**src/rtl/layer2_ctrl_if.sv**
```systemverilog
// Layer-2 controller bus: convolution result stream in, result-memory write port out.
`timescale 1ns/1ps
interface layer2_ctrl_if;
    // Stream handshake: a beat transfers on every rising clk edge where
    // conv_valid && conv_ready are both high. The producer holds conv_data
    // stable while conv_valid is high; conv_ready never depends on conv_valid.
    logic              conv_valid;
    logic signed [7:0] conv_data;
    logic              conv_ready;

    // Result-memory write port: one write per cycle where store is high.
    logic              store;
    logic [3:0]        out_c;
    logic [7:0]        w_addr;
    logic signed [7:0] bias;
    logic signed [7:0] value;

    // Controller side.
    modport master (
        input  conv_valid, conv_data,
        output conv_ready, store, out_c, w_addr, bias, value
    );

    // Environment side (convolution engine plus result memory).
    modport slave (
        output conv_valid, conv_data,
        input  conv_ready, store, out_c, w_addr, bias, value
    );
endinterface

```
**src/rtl/layer2_ctrl.sv**
```systemverilog
// Layer-2 controller: collects OC x PIX convolution results in channel-major
// order, writes each one (with its channel bias) to the result memory one
// cycle after acceptance, then runs a pooling phase guarded by a timeout.
`timescale 1ns/1ps
module layer2_ctrl #(
    parameter int PIX          = 196,
    parameter int OC           = 16,
    parameter int POOL_TIMEOUT = 4096
) (
    input  logic              clk,
    input  logic              rst,
    input  logic              start,
    layer2_ctrl_if.master     bus,
    output logic [3:0]        bias_addr,
    input  logic signed [7:0] bias_in,
    output logic              cout_done,
    output logic              pool,
    input  logic              pool_done_in,
    output logic              busy,
    output logic              done,
    output logic              err,
    output logic [2:0]        fsm_state
);

    localparam int PW = (PIX > 1) ? $clog2(PIX) : 1;
    localparam int CW = (OC > 1) ? $clog2(OC) : 1;
    localparam int TW = $clog2(POOL_TIMEOUT + 1);

    localparam logic [PW-1:0] PIX_LAST = PW'(PIX - 1);
    localparam logic [CW-1:0] CH_LAST  = CW'(OC - 1);
    localparam logic [TW-1:0] T_LAST   = TW'(POOL_TIMEOUT - 1);

    typedef enum logic [2:0] {
        S_IDLE    = 3'd0,
        S_STORE   = 3'd1,
        S_FLUSH   = 3'd2,
        S_POOL    = 3'd3,
        S_WAITCLR = 3'd4,
        S_FIN     = 3'd5
    } state_t;

    state_t        state;
    state_t        state_nx;
    logic [CW-1:0] ch;
    logic [PW-1:0] pix;
    logic [TW-1:0] tcnt;
    logic          hs;
    logic          last_item;
    logic          launch;
    logic          timeout_hit;

    // Only STORE accepts data, so valid beats elsewhere are simply dropped.
    assign bus.conv_ready = (state == S_STORE);
    assign hs             = bus.conv_valid && bus.conv_ready;
    assign last_item      = (ch == CH_LAST) && (pix == PIX_LAST);
    // The cycle being counted is the POOL_TIMEOUT-th POOL cycle; pool_done_in wins a tie.
    assign timeout_hit    = (state == S_POOL) && !pool_done_in && (tcnt == T_LAST);
    assign bias_addr      = 4'(ch);
    assign fsm_state      = state;

    // State register.
    always_ff @(posedge clk) begin
        if (rst) begin
            state <= S_IDLE;
        end else begin
            state <= state_nx;
        end
    end

    // Next-state decode and level outputs derived from the current state.
    always_comb begin
        state_nx = state;
        launch   = 1'b0;
        busy     = 1'b1;
        pool     = 1'b0;
        done     = 1'b0;
        case (state)
            S_IDLE: begin
                busy = 1'b0;
                if (start) begin
                    launch   = 1'b1;
                    state_nx = S_STORE;
                end
            end
            S_STORE: begin
                if (hs && last_item) begin
                    state_nx = S_FLUSH;
                end
            end
            S_FLUSH: begin
                state_nx = S_POOL;
            end
            S_POOL: begin
                pool = 1'b1;
                if (pool_done_in) begin
                    state_nx = S_WAITCLR;
                end else if (timeout_hit) begin
                    state_nx = S_FIN;
                end
            end
            S_WAITCLR: begin
                if (!pool_done_in) begin
                    state_nx = S_FIN;
                end
            end
            S_FIN: begin
                done     = 1'b1;
                state_nx = S_IDLE;
            end
            default: begin
                state_nx = S_IDLE;
            end
        endcase
    end

    // Channel/pixel position and pool-cycle counter; the position saturates on the last item.
    always_ff @(posedge clk) begin
        if (rst) begin
            ch   <= '0;
            pix  <= '0;
            tcnt <= '0;
        end else if (launch) begin
            ch   <= '0;
            pix  <= '0;
            tcnt <= '0;
        end else begin
            if (hs && !last_item) begin
                if (pix == PIX_LAST) begin
                    pix <= '0;
                    ch  <= ch + 1'b1;
                end else begin
                    pix <= pix + 1'b1;
                end
            end
            if (state == S_POOL) begin
                tcnt <= tcnt + 1'b1;
            end
        end
    end

    // Registered write port, channel-complete flag and sticky timeout error.
    always_ff @(posedge clk) begin
        if (rst) begin
            bus.store  <= 1'b0;
            bus.out_c  <= '0;
            bus.w_addr <= '0;
            bus.bias   <= '0;
            bus.value  <= '0;
            cout_done  <= 1'b0;
            err        <= 1'b0;
        end else begin
            bus.store <= hs;
            // FLUSH is the cycle of the final write, so this pulse lands right after it.
            cout_done <= (state == S_FLUSH);
            if (hs) begin
                bus.out_c  <= 4'(ch);
                bus.w_addr <= 8'(pix);
                bus.bias   <= bias_in;
                bus.value  <= bus.conv_data;
            end
            if (launch) begin
                err <= 1'b0;
            end else if (timeout_hit) begin
                err <= 1'b1;
            end
        end
    end

endmodule

```
**src/flat_wrapper.sv**
```systemverilog
// flat-port wrapper written by rule: the top's interface ports become plain ports
module layer2_ctrl_flat 
#(
    parameter int PIX          = 196,
    parameter int OC           = 16,
    parameter int POOL_TIMEOUT = 4096
)
  (clk, rst, start, bias_addr, bias_in, cout_done, pool, pool_done_in, busy, done, err, fsm_state, bus_conv_valid, bus_conv_data, bus_conv_ready, bus_store, bus_out_c, bus_w_addr, bus_bias, bus_value);
  layer2_ctrl_if bus_i ();
  input  logic clk;
  input  logic rst;
  input  logic start;
  output logic [3:0] bias_addr;
  input  logic signed [7:0] bias_in;
  output logic cout_done;
  output logic pool;
  input  logic pool_done_in;
  output logic busy;
  output logic done;
  output logic err;
  output logic [2:0] fsm_state;
  input wire logic [$bits(bus_i.conv_valid)-1:0] bus_conv_valid;
  input wire logic [$bits(bus_i.conv_data)-1:0] bus_conv_data;
  output wire logic [$bits(bus_i.conv_ready)-1:0] bus_conv_ready;
  output wire logic [$bits(bus_i.store)-1:0] bus_store;
  output wire logic [$bits(bus_i.out_c)-1:0] bus_out_c;
  output wire logic [$bits(bus_i.w_addr)-1:0] bus_w_addr;
  output wire logic [$bits(bus_i.bias)-1:0] bus_bias;
  output wire logic [$bits(bus_i.value)-1:0] bus_value;
  assign bus_i.conv_valid = bus_conv_valid;
  assign bus_i.conv_data = bus_conv_data;
  assign bus_conv_ready = bus_i.conv_ready;
  assign bus_store = bus_i.store;
  assign bus_out_c = bus_i.out_c;
  assign bus_w_addr = bus_i.w_addr;
  assign bus_bias = bus_i.bias;
  assign bus_value = bus_i.value;
  layer2_ctrl #(.PIX(PIX), .OC(OC), .POOL_TIMEOUT(POOL_TIMEOUT)) u_core (.clk(clk), .rst(rst), .start(start), .bus(bus_i), .bias_addr(bias_addr), .bias_in(bias_in), .cout_done(cout_done), .pool(pool), .pool_done_in(pool_done_in), .busy(busy), .done(done), .err(err), .fsm_state(fsm_state));
endmodule
```
**config.mk**
```make
export PLATFORM = sky130hd
export DESIGN_NAME = layer2_ctrl_flat
export DESIGN_NICKNAME = d
export VERILOG_FILES = /design/src/rtl/layer2_ctrl_if.sv /design/src/rtl/layer2_ctrl.sv /design/src/flat_wrapper.sv
export SDC_FILE = /design/constraint.sdc
export NUM_CORES = 1
export LEC_CHECK = 0
export ABC_AREA = 1
export ABC_CLOCK_PERIOD_IN_PS = 1400
export CAP_MARGIN = 10
export CORE_ASPECT_RATIO = 0.9
export CORE_MARGIN = 4
export CORE_UTILIZATION = 44
export CTS_CLUSTER_SIZE = 12
export DETAILED_ROUTE_END_ITERATION = 6
export GPL_TIMING_DRIVEN = 0
export HOLD_SLACK_MARGIN = 0.08
export PLACE_DENSITY = 0.75
export SLEW_MARGIN = 10
export SYNTH_ARGS = -nofsm -noshare
export SYNTH_HDL_FRONTEND = slang
export SYNTH_SLANG_ARGS = --single-unit
```
**constraint.sdc**
```tcl
create_clock -name clk -period 1.4 [get_ports clk]
set_input_delay 0.35 -clock clk [delete_from_list [all_inputs] [get_ports clk]]
set_output_delay 0.35 -clock clk [all_outputs]
set_load 0.03 [all_outputs]
```
Word level (Yosys, flattened, before mapping)
Cells that the tools add are included.
- $add $sub $neg: 3
- equality and inequality tests: 12
- multiplexer cells: 12
- reduce and logical (&&, ||, !) cells: 12
- operators with widths (cell ; number):
    3-bit two-way mux ; 5
    3-bit one-hot mux with 5 select lines ; 1
    13-bit by 1-bit adder with 13-bit output, second input constant ; 1
    13-bit by 12-bit == test with 1-bit output, second input constant ; 1
    8-bit by 1-bit adder with 8-bit output, second input constant ; 1
    8-bit == test, second input constant ; 1
    8-bit two-way mux ; 1
    3-bit by 2-bit == test with 1-bit output, second input constant ; 2
    3-bit == test, second input constant ; 2
    1-bit logical AND ; 6
    2-bit != test, second input constant ; 3
    1-bit two-way mux ; 5
    4-bit by 1-bit adder with 4-bit output, second input constant ; 1
    4-bit == test, second input constant ; 1
    4-bit AND reduction ; 1
    3-bit by 1-bit == test with 1-bit output, second input constant ; 1
    3-bit logical NOT ; 1
    3-bit by 2-bit != test with 1-bit output, second input constant ; 1
    1-bit logical NOT ; 2
    2-bit AND reduction ; 1
    2-bit OR reduction ; 1
- flip-flop bits (word level): 59
- logic and storage cells: 50

Logic depth before layout (Yosys ltp)
- depth in word-level cells: 6
- gate-level depth with buffers: 9
- mapped depth without buffers: 8

Worst setup path after synthesis
No wires, ideal clock.
- kind: register -> output
- start: register u_core.state[0], in the netlist u_core.fsm_state[0]
- end: output done
- arrival time: 1.397 ns
- required time: 1.050 ns
- path slack: -0.347 ns
- cell stages (with the launch flop): 3
- path buffers: 0
- cell sequence: dfxtp_1 > inv_1 > nor3_1
- longest elaborated chain between the ends: 2
- ends and longest elaborated chain (what ; line ; text):
    start, declared ; layer2_ctrl.sv:42 ; state_t state;
    start signal, assigned ; layer2_ctrl.sv:66 ; state <= state_nx;
    3-bit == test ; layer2_ctrl.sv:77 ; case (state)
    1-bit two-way mux ; layer2_ctrl.sv:77 ;
    end, declared ; flat_wrapper.sv:19 ; output logic done;
No other way between the ends.

Final worst setup path
- start: register u_core.state[0], in the netlist u_core.fsm_state[0]
- end: output busy
- longest elaborated chain between the ends: 2
- ends and longest elaborated chain (what ; line ; text):
    3-bit logical NOT ; layer2_ctrl.sv:77 ;
    1-bit two-way mux ; layer2_ctrl.sv:77 ;
    end, declared ; flat_wrapper.sv:18 ; output logic busy;
No other way between the ends.

==> impl_metrics.prom <==
# TYPE chip_impl_metric gauge
chip_impl_info{name="status",value="complete, but fails checks"} 1
chip_impl_info{name="violations_in_the_final_reports",value="negative setup slack"} 1
chip_impl_metric{name="wl_met3",unit="microns"} 382
chip_impl_metric{name="yosysWarningCount",unit=""} 0
chip_impl_metric{name="cap_viol_max_count",unit=""} 0
chip_impl_info{name="hold_path_class",value="reg2reg"} 1
chip_impl_metric{name="synth_edf_count",unit=""} 0
chip_impl_metric{name="via_per_inst",unit=""} 5.26
chip_impl_metric{name="pwr_density_cell",unit="mW/mm^2"} 1230
chip_impl_metric{name="ys_async_sr_fraction",unit=""} 0
chip_impl_metric{name="fillCellCount",unit=""} 414
chip_impl_info{name="layout_commonest_cell",value="sky130_fd_sc_hd__nor2_1"} 1
chip_impl_info{name="cp_cell_sequence",value="buf_4 -> nor2_4 -> nand2_4 -> buf_6"} 1
chip_impl_metric{name="p_total",unit="W"} 0.00476
chip_impl_metric{name="grtUsageTotal",unit=""} 0.206
chip_impl_metric{name="cp_data_arrival_time",unit="ns"} 1.19
chip_impl_metric{name="fp.dieW",unit="microns"} 87.8
chip_impl_metric{name="finish.utilization",unit=""} 0.716
chip_impl_metric{name="crit_path_max_fanout",unit=""} 4
chip_impl_metric{name="synthesis.instances",unit=""} 331
chip_impl_metric{name="buffer_ports.inserted",unit=""} 62
chip_impl_info{name="holdPathEnd",value="u_core.tcnt[5]"} 1
chip_impl_metric{name="max_slew.worst_pin.slew",unit="ns"} 0.382
chip_impl_metric{name="wirelength_per_cell",unit="microns"} 15.1
chip_impl_metric{name="antenna_cells_inserted",unit=""} 0
chip_impl_metric{name="slew_viol_final",unit=""} 0
chip_impl_info{name="synth-main-ff-cell",value="sky130_fd_sc_hd__dfxtp_1"} 1
chip_impl_metric{name="period_needed",unit="ns"} 1.54
chip_impl_metric{name="critPathMaxStageDelay",unit="ns"} 0.37
chip_impl_info{name="cts.root.buffer_cell",value="sky130_fd_sc_hd__clkbuf_8"} 1
chip_impl_metric{name="postSynthRegisterBits",unit=""} 59
chip_impl_info{name="rsz0062_at_grt",value="yes"} 1
chip_impl_metric{name="clk-insertion-delay-late",unit="ns"} 0.34
chip_impl_metric{name="synth.net_count",unit=""} 355
chip_impl_info{name="ys_top_cells_by_area",value="sky130_fd_sc_hd__dfxtp_1 47%, sky130_fd_sc_hd__nor2_1 9.7%, sky130_fd_sc_hd__o21ai_0 6.7%"} 1
chip_impl_metric{name="numPlacedInstances",unit=""} 460
chip_impl_info{name="synth_area_leader_cell",value="sky130_fd_sc_hd__dfxtp_1"} 1
chip_impl_metric{name="floorplan.initialDensity",unit=""} 0.466
chip_impl_metric{name="finish.net_count",unit=""} 459
chip_impl_metric{name="setup-violations-final",unit=""} 29
chip_impl_metric{name="wl_met2",unit="microns"} 3850
chip_impl_info{name="endpoint_of_the_lowest_slack_register_to_register_path",value="u_core.tcnt[5]"} 1
chip_impl_info{name="hold_path_startpoint",value="u_core.tcnt[5]"} 1
chip_impl_info{name="cts_tree",value="done"} 1
chip_impl_metric{name="floorplan.rows",unit=""} 25
chip_impl_metric{name="timing.reg2reg.setup_slack",unit="ns"} -0.09
chip_impl_metric{name="ir_worst_vdd",unit="V"} 0.000861
chip_impl_metric{name="cp_data_required_time",unit="ns"} 1.05
chip_impl_metric{name="proportion_of_netlist_area_held_by_the_largest_area_contributor",unit=""} 0.468
chip_impl_metric{name="overflow",unit=""} 0
chip_impl_metric{name="layout_cell_share_with_drive_strength_beyond_1",unit=""} 0.350
chip_impl_metric{name="chipHeight",unit="microns"} 79.8
chip_impl_metric{name="timing.fmax",unit="MHz"} 651
chip_impl_metric{name="timing.reg2reg.worst_path_depth",unit=""} 8
chip_impl_metric{name="first_iter_violations",unit=""} 151
chip_impl_metric{name="max-clock-path-buffers",unit=""} 2
chip_impl_metric{name="portion_of_the_clock_cycle_consumed_by_the_worst_path_in_the_final_layout",unit=""} 1.10
chip_impl_metric{name="critPathBufInv",unit=""} 2
chip_impl_metric{name="synth.distinct_cells",unit=""} 33
chip_impl_metric{name="clk_pin_slew",unit="ns"} 0.07
chip_impl_metric{name="vias_in_the_first_global_route",unit=""} 2410
chip_impl_info{name="timing.critical_path.from_type",value="flop"} 1
chip_impl_metric{name="cts.sink_count",unit=""} 59
chip_impl_metric{name="synth_seq_area_share",unit=""} 0.468
chip_impl_metric{name="route.vias.total",unit=""} 2669
chip_impl_metric{name="area_growth_syn_to_layout",unit="%"} 53.5
chip_impl_metric{name="grt_antenna_before_repair",unit=""} 0
chip_impl_metric{name="post_route_met1_wirelength",unit="microns"} 3320
chip_impl_metric{name="die_area",unit="sq mm"} 0.00701
chip_impl_metric{name="grt_max_degree",unit=""} 12
chip_impl_info{name="worst_setup_path_end_kind",value="primary output"} 1
chip_impl_info{name="cp_top_family",value="flip-flops"} 1
chip_impl_metric{name="grt_first_pass_wirelength",unit="microns"} 11200
chip_impl_metric{name="totalWireLength",unit="microns"} 7670
chip_impl_metric{name="hold_violations",unit=""} 0
chip_impl_metric{name="drt.antenna.violating_nets",unit=""} 0
chip_impl_metric{name="ios",unit=""} 63
chip_impl_metric{name="cts-buffers-inserted",unit=""} 9
chip_impl_metric{name="setup_slack",unit="ns"} -0.137
chip_impl_metric{name="final.setup_skew",unit="ns"} 0.0111
chip_impl_info{name="setup.worst_path.class",value="reg2out"} 1
chip_impl_metric{name="gp_congestion",unit=""} 0.932
chip_impl_metric{name="layout.cells.non_filler",unit=""} 507
chip_impl_metric{name="first_pass_iters",unit=""} 4
chip_impl_metric{name="place_hpwl",unit="microns"} 4510
chip_impl_metric{name="hold_path_depth",unit=""} 2
chip_impl_metric{name="power_leakage",unit="nW"} 1.55
chip_impl_metric{name="placeableCoreArea",unit="sq mm"} 0.00541
chip_impl_metric{name="cts.hold.buffers_added",unit=""} 0
chip_impl_metric{name="average_footprint_of_a_synthesized_cell",unit="sq um"} 7.62
chip_impl_metric{name="cts_htree_levels",unit=""} 3
chip_impl_metric{name="max-slew-margin-rel",unit=""} 0.745
chip_impl_info{name="maxUsedRoutingLayer",value="met4"} 1
chip_impl_metric{name="mappedNetlistArea",unit="sq mm"} 0.00252
chip_impl_info{name="final_cell_mix",value="61 x sky130_fd_sc_hd__nor2_1, 45 x sky130_fd_sc_hd__dfxtp_1, 40 x sky130_fd_sc_hd__nand2_1, 25 x sky130_fd_sc_hd__a21oi_1, 25 x sky130_fd_sc_hd__buf_4"} 1
chip_impl_info{name="rr_startpoint",value="u_core.fsm_state[0]"} 1
chip_impl_metric{name="drc",unit=""} 0
chip_impl_info{name="critical-path-slowest-cell",value="sky130_fd_sc_hd__dfxtp_4"} 1
-- power breakdown --
group          internal, W  leakage [nW]  switching (W)
sequential         0.00178         0.488      0.0000725
clock              0.00104         0.109       0.000661
combinational     0.000499         0.948       0.000698
-- state kept, by name, indices dropped and copies added (netlist names) --
register	cells
u_core.bus.store	1
u_core.bus.bias	8
u_core.fsm_state	3
u_core.bus.out_c	4
u_core.pix	8
u_core.err	1
u_core.bus.w_addr	8
u_core.cout_done	1
u_core.tcnt	13
u_core.bias_addr	4
u_core.bus.value	8
-- worst max path at each step --
stage,startpoint,endpoint,slack [ns],depth (start not counted)
6_report,u_core.fsm_state[0],busy,-0.14,4
5_1_grt,u_core.fsm_state[0],done,-0.19,4
4_1_cts,u_core.fsm_state[0],done,-0.13,4
3_5_place_dp,rst,u_core.tcnt[11],-0.56,6
3_3_place_gp,rst,u_core.tcnt[3],-0.53,6
2_1_floorplan,u_core.fsm_state[2],u_core.bias_addr[2],0.01,9
-- per-stage QoR --
| step | instance area (sq um) | hold slack [ns] | setup WS, ns | TNS, ns |
|---|---|---|---|---|
| 6_report | 3870 | 0.482 | -0.137 | -2.14 |
| 5_1_grt | 3870 | 0.502 | -0.188 | -3.67 |
| 4_1_cts | 3630 | 0.479 | -0.130 | -0.319 |
| 3_5_place_dp | 3270 | 0.462 | -0.556 | -24.87 |
| 3_3_place_gp | 3270 | 0.462 | -0.532 | -23.36 |
| 2_1_floorplan | 2570 | 0.412 | 0.00966 | 0 |
-- cell families (layout without fill, tap and decap cells) --
family	after synthesis	after routing	synth area share
adders and majority gates	3	3	0.0149
xor gates and xnor gates	6	6	0.0208
AOI/OAI and AO/OA	66	66	0.139
DFF	59	59	0.468
buffers and inverters	39	148	0.0724
and+or+nand+nor	158	158	0.285
-- layout make-up --
type,instances,area [sq um],share of cell area
multi-input cells,233,1310,0.338
flip-flops and latches,59,1220,0.314
repair buffers,93,813,0.210
clock buffers,11,141,0.0365
inverters,28,130,0.0336
plain buffers,11,100,0.0258
well taps,67,83.8,0.0216
clock inverters,5,77.6,0.0200
-- cells in the mapped netlist (6+ instances only) --
cell type / count
sky130_fd_sc_hd__a21oi_1: 26
sky130_fd_sc_hd__inv_1: 24
sky130_fd_sc_hd__nand4_1: 8
sky130_fd_sc_hd__xor2_1: 6
sky130_fd_sc_hd__nand3_1: 21
sky130_fd_sc_hd__o21ai_0: 34
sky130_fd_sc_hd__nand2_1: 45
sky130_fd_sc_hd__nor2_1: 65
sky130_fd_sc_hd__dfxtp_1: 59
-- worst min-delay path, cell delays in order, from the launching register on --
cell	delay (ns)
sky130_fd_sc_hd__dfxtp_1	0.32
sky130_fd_sc_hd__nand2_1	0.07
sky130_fd_sc_hd__a21oi_1	0.06
-- layer usage --
layer | global-route usage | vias up
met5 | 0 | -
met4 | 0.0598 | 0
met3 | 0.0691 | 12
met2 | 0.340 | 74
met1 | 0.253 | 1283
li1 | - | 1300
-- repair_timing --
action	in CTS	in global routing
cloned	1	1
gates resized for setup	153	92
setup endpoints to repair	91	72
setup buffers	11	18
endpoints found under the hold margin	0	0
pin swaps	7	15
Power figures use the tool's default switching activity.
